File: src/rtl/gf_exp_lookup_arbiter.sv
`default_nettype none
// ============================================================================
//  Module      : gf_exp_lookup_arbiter
//  Description : Round-robin arbiter sharing one GF(2^8) antilog (GFINDEX)
//                table between NUM_REQ requesters. Two-stage pipeline with
//                valid/ready handshakes on both sides. Each response carries
//                the requester ID of the lookup that produced it.
//                Field polynomial x^8+x^6+x^4+x^3+x^2+x+1 (0x15F).
//  Revision    : 1.0 - initial release
// ============================================================================
module gf_exp_lookup_arbiter #(
  parameter  int NUM_REQ = 4,
  localparam int ID_W    = $clog2(NUM_REQ)
) (
  input  logic                 clk,
  input  logic                 rst_n,
  input  logic [NUM_REQ-1:0]   req_valid,
  input  logic [8*NUM_REQ-1:0] req_idx,
  output logic [NUM_REQ-1:0]   req_ready,
  output logic                 rsp_valid,
  input  logic                 rsp_ready,
  output logic [ID_W-1:0]      rsp_id,
  output logic [7:0]           rsp_data
);

  // Low byte of the field polynomial: x^8 reduces to this value.
  localparam logic [7:0] C_POLY_LO = 8'h5F;

  // GF(2^8) multiply, MSB-first shift-and-add with reduction each step.
  function automatic logic [7:0] gf_mul(input logic [7:0] a, input logic [7:0] b);
    logic [7:0] p;
    p = 8'h00;
    for (int i = 7; i >= 0; i--) begin
      p = {p[6:0], 1'b0} ^ (p[7] ? C_POLY_LO : 8'h00);
      if (b[i]) begin
        p = p ^ a;
      end
    end
    return p;
  endfunction

  // Pipeline state
  logic            r_s1_valid;
  logic [ID_W-1:0] r_s1_id;
  logic [7:0]      r_s1_idx;
  logic            r_s2_valid;
  logic [ID_W-1:0] r_s2_id;
  logic [7:0]      r_s2_data;
  logic [ID_W-1:0] r_ptr;
  // Goes high on the first edge after reset release so no request is
  // granted while reset is (or has just been) asserted.
  logic            r_run;

  logic                w_s2_adv;
  logic                w_s1_adv;
  logic                w_found;
  logic                w_take;
  logic [ID_W-1:0]     w_gnt_id;
  logic [NUM_REQ-1:0]  w_gnt;
  logic [7:0]          w_sel_idx;
  logic [7:0]          w_cap_idx;
  logic [7:0]          w_exp;

  // Stall chain: a stage may move when it is empty or its successor moves.
  assign w_s2_adv = !r_s2_valid || rsp_ready;
  assign w_s1_adv = !r_s1_valid || w_s2_adv;

  // Round-robin search starting at the pointer, wrapping modulo NUM_REQ.
  always_comb begin
    logic [ID_W:0] sum;
    w_found  = 1'b0;
    w_gnt_id = '0;
    sum      = '0;
    for (int k = 0; k < NUM_REQ; k++) begin
      sum = {1'b0, r_ptr} + (ID_W+1)'(k);
      if (sum >= (ID_W+1)'(NUM_REQ)) begin
        sum = sum - (ID_W+1)'(NUM_REQ);
      end
      if (!w_found && req_valid[sum[ID_W-1:0]]) begin
        w_found  = 1'b1;
        w_gnt_id = sum[ID_W-1:0];
      end
    end
  end

  assign w_take = w_found && w_s1_adv && r_run;

  // One-hot grant, presented directly as req_ready.
  always_comb begin
    w_gnt = '0;
    if (w_take) begin
      w_gnt[w_gnt_id] = 1'b1;
    end
  end

  assign req_ready = w_gnt;

  // Select the granted requester's exponent.
  always_comb begin
    w_sel_idx = 8'h00;
    for (int k = 0; k < NUM_REQ; k++) begin
      if (w_gnt_id == ID_W'(k)) begin
        w_sel_idx = req_idx[8*k +: 8];
      end
    end
  end

  // alpha^255 == alpha^0, so fold 255 onto 0 before it enters the table.
  assign w_cap_idx = (w_sel_idx == 8'hFF) ? 8'h00 : w_sel_idx;

  // GFINDEX: alpha^n as the product of alpha^(2^k) over the set bits of n.
  // The squares chain is constant and collapses to fixed multipliers.
  logic [7:0] w_sq  [0:7];
  logic [7:0] w_acc [0:8];

  assign w_sq[0]  = 8'h02;
  assign w_acc[0] = 8'h01;

  for (genvar k = 0; k < 8; k++) begin : g_pow
    if (k < 7) begin : g_sq
      assign w_sq[k+1] = gf_mul(w_sq[k], w_sq[k]);
    end
    assign w_acc[k+1] = r_s1_idx[k] ? gf_mul(w_acc[k], w_sq[k]) : w_acc[k];
  end

  assign w_exp = w_acc[8];

  // Reset-release qualifier for the grant path.
  always_ff @(posedge clk or negedge rst_n) begin
    if (!rst_n) begin
      r_run <= 1'b0;
    end else begin
      r_run <= 1'b1;
    end
  end

  // Round-robin pointer moves just past the last granted requester.
  always_ff @(posedge clk or negedge rst_n) begin
    if (!rst_n) begin
      r_ptr <= '0;
    end else if (w_take) begin
      r_ptr <= (w_gnt_id == ID_W'(NUM_REQ-1)) ? '0 : w_gnt_id + ID_W'(1);
    end
  end

  // Stage 1: capture the granted request (ID and folded exponent).
  always_ff @(posedge clk or negedge rst_n) begin
    if (!rst_n) begin
      r_s1_valid <= 1'b0;
      r_s1_id    <= '0;
      r_s1_idx   <= 8'h00;
    end else if (w_s1_adv) begin
      r_s1_valid <= w_take;
      if (w_take) begin
        r_s1_id  <= w_gnt_id;
        r_s1_idx <= w_cap_idx;
      end
    end
  end

  // Stage 2: capture the table output; payload only changes on real data
  // so the response bus stays quiet while idle.
  always_ff @(posedge clk or negedge rst_n) begin
    if (!rst_n) begin
      r_s2_valid <= 1'b0;
      r_s2_id    <= '0;
      r_s2_data  <= 8'h00;
    end else if (w_s2_adv) begin
      r_s2_valid <= r_s1_valid;
      if (r_s1_valid) begin
        r_s2_id   <= r_s1_id;
        r_s2_data <= w_exp;
      end
    end
  end

  assign rsp_valid = r_s2_valid;
  assign rsp_id    = r_s2_id;
  assign rsp_data  = r_s2_data;

`ifndef SYNTHESIS
  a_grant_onehot0 : assert property (@(posedge clk) disable iff (!rst_n)
    $onehot0(req_ready));
  a_rsp_hold : assert property (@(posedge clk) disable iff (!rst_n)
    (rsp_valid && !rsp_ready) |=> (rsp_valid && $stable(rsp_id) && $stable(rsp_data)));
  a_no_255 : assert property (@(posedge clk) disable iff (!rst_n)
    r_s1_idx != 8'hFF);
`endif

endmodule
`default_nettype wire

File: config.mk
export PLATFORM = sky130hd
export DESIGN_NAME = gf_exp_lookup_arbiter
export DESIGN_NICKNAME = d
export VERILOG_FILES = /design/src/rtl/gf_exp_lookup_arbiter.sv
export SDC_FILE = /design/constraint.sdc
export NUM_CORES = 1
export LEC_CHECK = 0
export CORE_MARGIN = 2
export CORE_UTILIZATION = 51
export CTS_BUF_LIST = sky130_fd_sc_hd__clkbuf_4 sky130_fd_sc_hd__clkbuf_8
export DETAILED_ROUTE_END_ITERATION = 16
export PLACE_DENSITY = 0.9
export SYNTH_ARGS = -nofsm -noshare
export SYNTH_HDL_FRONTEND = slang
export SYNTH_SLANG_ARGS = --single-unit
File: constraint.sdc
create_clock -name clk -period 5 [get_ports clk]
set_input_delay 1 -clock clk [delete_from_list [all_inputs] [get_ports clk]]
set_output_delay 1 -clock clk [all_outputs]
set_load 0.005 [all_outputs]
# Word-level counts from Yosys, hierarchy flattened
# Index checks and enable logic that the tools add are counted.
# word_totals
regBits,25
inputBits,39
out_inout_bits,15
word_cells,177
# op_classes
addsub,8
order_cmp,10
eq_ne,4
muxes,77
n_bitwise,54
reduce_logical,16
# ops
cell,count
7-bit two-way mux,40
8-bit bitwise XOR,30
8-bit by 7-bit bitwise XOR with 8-bit output,23
8-bit two-way mux,12
2-bit two-way mux,10
"2-bit by 3-bit < comparator with 1-bit output, second input constant",5
"3-bit >= comparator, second input constant",3
1-bit two-way mux,9
1-bit binary-select mux with 2-bit select,4
"8-bit equality test, second input constant",1
"2-bit by 1-bit subtractor with 2-bit output, second input constant",4
3-bit by 7-bit bitwise XOR with 7-bit output,1
"2-bit by 2-bit adder with 3-bit output, second input constant",2
1-bit logical AND,6
1-bit logical NOT,5
"2-bit equality test, second input constant",2
4-bit two-way mux,1
2-bit AND reduction,2
"2-bit by 1-bit adder with 3-bit output, second input constant",1
"2-bit by 3-bit >= comparator with 1-bit output, second input constant",1
"2-bit by 1-bit adder with 2-bit output, second input constant",1
1-bit demux with 2-bit select,1
"2-bit by 1-bit equality test with 1-bit output, second input constant",1
"2-bit by 1-bit >= comparator with 1-bit output, second input constant",1
2 further kinds,3

# Logic depth before layout (Yosys ltp)
# depth
depth_word,100
mapped_depth,20

# Worst setup path before layout
# OpenSTA, ideal clock, no wires.
# synth_path
kind,flip-flop to flip-flop
from,reg r_s1_idx[2]
to,reg r_s2_data[7] (netlist: rsp_data[7])
arrival_time_ns,5.140
t_required_ns,4.918
slack_ns,-0.222
path_stages_with_launch,20
path_buffers,2
period_less_slack_ns,5.222
path_cell_list,dfrtp_1 -> clkbuf_1 -> clkbuf_1 -> inv_1 -> ha_1 -> xnor2_2 -> a21oi_1 -> a2111oi_4 -> xnor3_1 -> a21oi_2 -> xnor2_1 -> mux2i_1 -> xnor2_1 -> xnor3_1 -> xnor2_1 -> nor2_4 -> xnor3_2 -> xnor2_2 -> a21o_1 -> a31oi_1
# synth_via
elab_chain_cells,71
word_cells_on_any_way,86
# synth_lines
item,line,source
from (decl),45,logic [7:0] r_s1_idx;
from (signal assigned),156,r_s1_idx <= w_cap_idx;
8-bit two-way mux (*),123,"assign w_acc[k+1] = r_s1_idx[k] ? gf_mul(w_acc[k], w_sq[k]) : w_acc[k];"
7-bit two-way mux,34,"p = {p[6:0], 1'b0} ^ (p[7] ? C_POLY_LO : 8'h00);"
8-bit by 7-bit bitwise XOR with 8-bit output (2 in a row),34,
8-bit bitwise XOR,36,p = p ^ a;
7-bit two-way mux,34,
8-bit by 7-bit bitwise XOR with 8-bit output,34,
8-bit bitwise XOR,36,
8-bit by 7-bit bitwise XOR with 8-bit output,34,
(+52 left out),-,
7-bit two-way mux,34,
8-bit bitwise XOR (2 in a row),34,
7-bit two-way mux,34,
8-bit bitwise XOR,34,
8-bit by 7-bit bitwise XOR with 8-bit output,34,
7-bit two-way mux,34,
8-bit bitwise XOR (2 in a row),34,
8-bit two-way mux (*),123,
to (signal assigned),172,r_s2_data <= w_exp;
to (decl),48,logic [7:0] r_s2_data;
# Mark *: on every way between the ends. The rest lies on a longest branch, timed or not.
# A chain may end at the register's enable or synchronous reset.

# Final worst setup path
# layout_path
from,reg r_s1_idx[2]
to,reg r_s2_data[0] (netlist: rsp_data[0])
# layout_via
elab_chain_cells,71
word_cells_on_any_way,86
# layout_lines
item,line
8-bit two-way mux (*),123
8-bit by 7-bit bitwise XOR with 8-bit output,34
7-bit two-way mux,34
8-bit by 7-bit bitwise XOR with 8-bit output,34
8-bit bitwise XOR,36
8-bit by 7-bit bitwise XOR with 8-bit output,34
8-bit bitwise XOR,36
7-bit two-way mux,34
(+54 left out),-
7-bit two-way mux,34
8-bit bitwise XOR (2 in a row),34
7-bit two-way mux,34
8-bit by 7-bit bitwise XOR with 8-bit output,34
8-bit bitwise XOR,34
7-bit two-way mux,34
8-bit bitwise XOR,34
8-bit two-way mux (*),123
# Marked as above.

==> summary.txt <==
Finish
  – Filler cells: 551
  – Ant. Diodes: 0
  – Most common cell after layout, fill and taps aside: clkdlybuf4s50_1
  – Post-layout nets: 556
  – Most frequent cells in the layout: 53 x clkdlybuf4s50_1, 49 x nor2_1, 45 x a21oi_1, 43 x nand2_1, 32 x xnor2_1
  – Share of cells above drive strength 1: 12.2%
  – Area Overhead vs Synth: 23.0%

Yosys
  – Synth warnings: 0
  – FFs w/ async S/R, synth: 100%
  – Post-Syn Area: 0.00353 sq mm
  – Top cell type by total area after synthesis: dfrtp_1
  – Top_reg_cell synth: dfrtp_1
  – Syn_area_per_cell: 7.64 sq um
  – Distinct cells, synth: 75
  – Register area share after synthesis: 17.7%
  – Synthesized net count: 508
  – Post-synth EDFFs: 0
  – Top cells by area, synth: dfrtp_1 18%, xnor2_1 9.4%, a21oi_1 6.5%
  – #FFs+latches synth: 25
  – Yosys top cell area share: 17.7%
  – Synth Instances: 462

Floorplan
  – Initial Util: 52.3%
  – DIE AREA: 0.00760 sq mm
  – Row count: 30
  – # IOs: 54
  – Die Height: 87.2 microns
  – Core area: 0.00676 sq mm
  – Chip width: 87.2 microns

Timing
  – Min cycle time layout: 4920 ps
  – Max Clock Freq: 203 MHz
  – Final setup viols: 0
  – Final Max Tran Viols: 0
  – Fin. Hold Viols: 0
  – Final worst slack: 81.3 ps
  – Tcrit/Tclk final: 98.4%
  – Worst-Margin Slew: 1120 ps
  – Slew headroom: 25.4%
  – Clock Skew: 11.8 ps

Global route
  – Largest net degree at the start of global routing: 33
  – Total GRT Usage: 25.0%
  – Vias in the first global route: 3452
  – Global-route wire length before repair: 15600 microns
  – GR Overflow Total: 0
  – Initial antenna violation count: 0

Setup path
  – Setup Crit Path Kind: register to register
  – Launching point of the worst reg2reg path: r_s1_idx[2]
  – CP bufs+invs: 1
  – Depth of the most critical reg-to-reg path: 17
  – Critical path endpoint category: register
  – Crit path max fanout: 32
  – R2r setup slk: 80 ps
  – Max stage delay on crit path: 450 ps
  – Worst path required time: 5160 ps
  – Crit-path most repeated cell: xnor2_1
  – Worst Path Arrival: 5080 ps
  – R2r endpoint: rsp_data[0]
  – Slowest stage cell, crit path: a2111oi_4
  – CP startpoint kind: register
  – CP top delay family: XOR/XNOR gates
  – CP cell instances: buf_4 > ha_1 > xnor2_2 > a32o_1 > a2111oi_4 > mux2i_4 > nor2_4 > xnor2_1 > xnor2_1 > mux2i_1 > xnor2_1 > mux2i_2 > xnor2_2 > xor3_2 > xnor2_1 > xnor2_1 > o21ai_1

Detailed routing
  – Vias: 3589
  – Initial DRC count: 285
  – Final ANT Viol Nets: 0
  – WL per Instance: 16.6 microns
  – Detailed-route DRC error count: 0
  – DRT Pass-1 Iters: 5
  – Routed wire length: 9760 microns
  – DR vias/cell: 6.09

CTS
  – H-tree levels: 1
  – Worst skew pair latency: 280 ps
  – CTS tree: done
  – CTS root buf: clkbuf_8
  – CTS clk-pin slew, worst paths: 90 ps
  – Clock sink total: 25
  – Hold buffers post-CTS: 0
  – Cts bufs inserted: 3
  – Clk buf depth: 2

Outcome
  – Outcome: finished clean

Placed design
  – Port bufs: 53
  – DPL Wire Length: 7300 microns
  – Place WS: -5.19 ps
  – Routability congestion estimate: 1.00

Min path
  – Min-delay src: r_s1_id[1]
  – Min-delay worst type: register to register
  – Hold Crit Endpoint: rsp_id[1]
  – Worst hold path depth: 2

Flow run
  – MaxCap Viol Count: 0
metrics by stage:
stage               utilization [%]  hold WS (ps)  cell area, sq um  std cells  setup TNS, ps
finish                         64.3           484              4340        589              0
global placement               61.4           455              4150        579              0
detailed placement             61.4           466              4150        579          -5.19
CTS                            62.1           486              4200        583              0
global route                   64.3           522              4340        589           -156
floorplan                         -           439              3540        462              0
state kept, by name (all words and copies together) (netlist names):
register and flops:
r_s1_idx 8, r_s1_valid 1, r_s1_id 2, rsp_valid 1
r_ptr 2, rsp_id 2, rsp_data 8, r_run 1
synth_stat cells (5+ instances only):
cell	number
xnor2_1	38
mux2i_1	17
and3_1	10
nor2_1	49
clkbuf_1	21
a21oi_1	46
o21ai_0	23
buf_2	6
o22ai_1	5
nand2b_1	11
inv_1	14
nor2b_1	7
nand3_1	8
o211ai_1	6
xor2_1	20
ha_1	7
nand2_1	43
dfrtp_1	25
final cells by class:
class	count	area [sq um]	area share [%]
flip-flops and latches	25	627	14.4
clock inverters	1	7.51	0.173
multi-input cells	391	2820	65.0
clock buffers	3	41.3	0.950
inverters	15	56.3	1.30
repair buffers	74	688	15.8
well taps	80	100	2.30
timing repair:
action                     in CTS  in global routing
pin swaps                       0                  3
gates resized for setup         1                 18
buffers inserted                0                  6
setup endpoints to repair       1                  6
hold endpoints to repair        0                  0
routing by layer:
metal	GRT usage (%)	share of wire, %
met5	0	0
met4	7.13	2.3
met3	2.27	5.9
met2	42.7	49
met1	33.9	43
worst max path at each step:
stage           startpoint           to  depth (start not counted)
6_report       r_s1_idx[2]  rsp_data[0]                         17
5_1_grt        r_s1_idx[2]  rsp_data[7]                         18
4_1_cts        r_s1_idx[2]  rsp_data[7]                         18
3_5_place_dp   r_s1_idx[2]  rsp_data[6]                         18
3_3_place_gp   r_s1_idx[2]  rsp_data[0]                         18
2_1_floorplan  r_s1_idx[2]  rsp_data[6]                         19
cell families after synthesis:
family                     after synthesis  synth area share (%)
AOI/OAI and AO/OA                      130                  24.2
other                                    1                 0.106
DFF                                     25                  17.7
adders and majority gates                7                  2.48
muxes                                   20                  6.17
xor gates and xnor gates                69                  20.7
and+or+nand+nor                        164                  23.3
buffers and inverters                   46                  5.32
worst reg2reg max path: cells and delay by family, from the launching register on:
family | cells | cell delay [ps]
compound gates | 3 | 790
xor+xnor | 8 | 1900
fa+ha+maj | 1 | 260
buf+inv | 1 | 230
flops | 1 | 390
mux | 3 | 1160
simple gates | 1 | 80
Power is not shown: default switching activity piles up to over one toggle a cycle in this logic, so the estimate is an artifact.
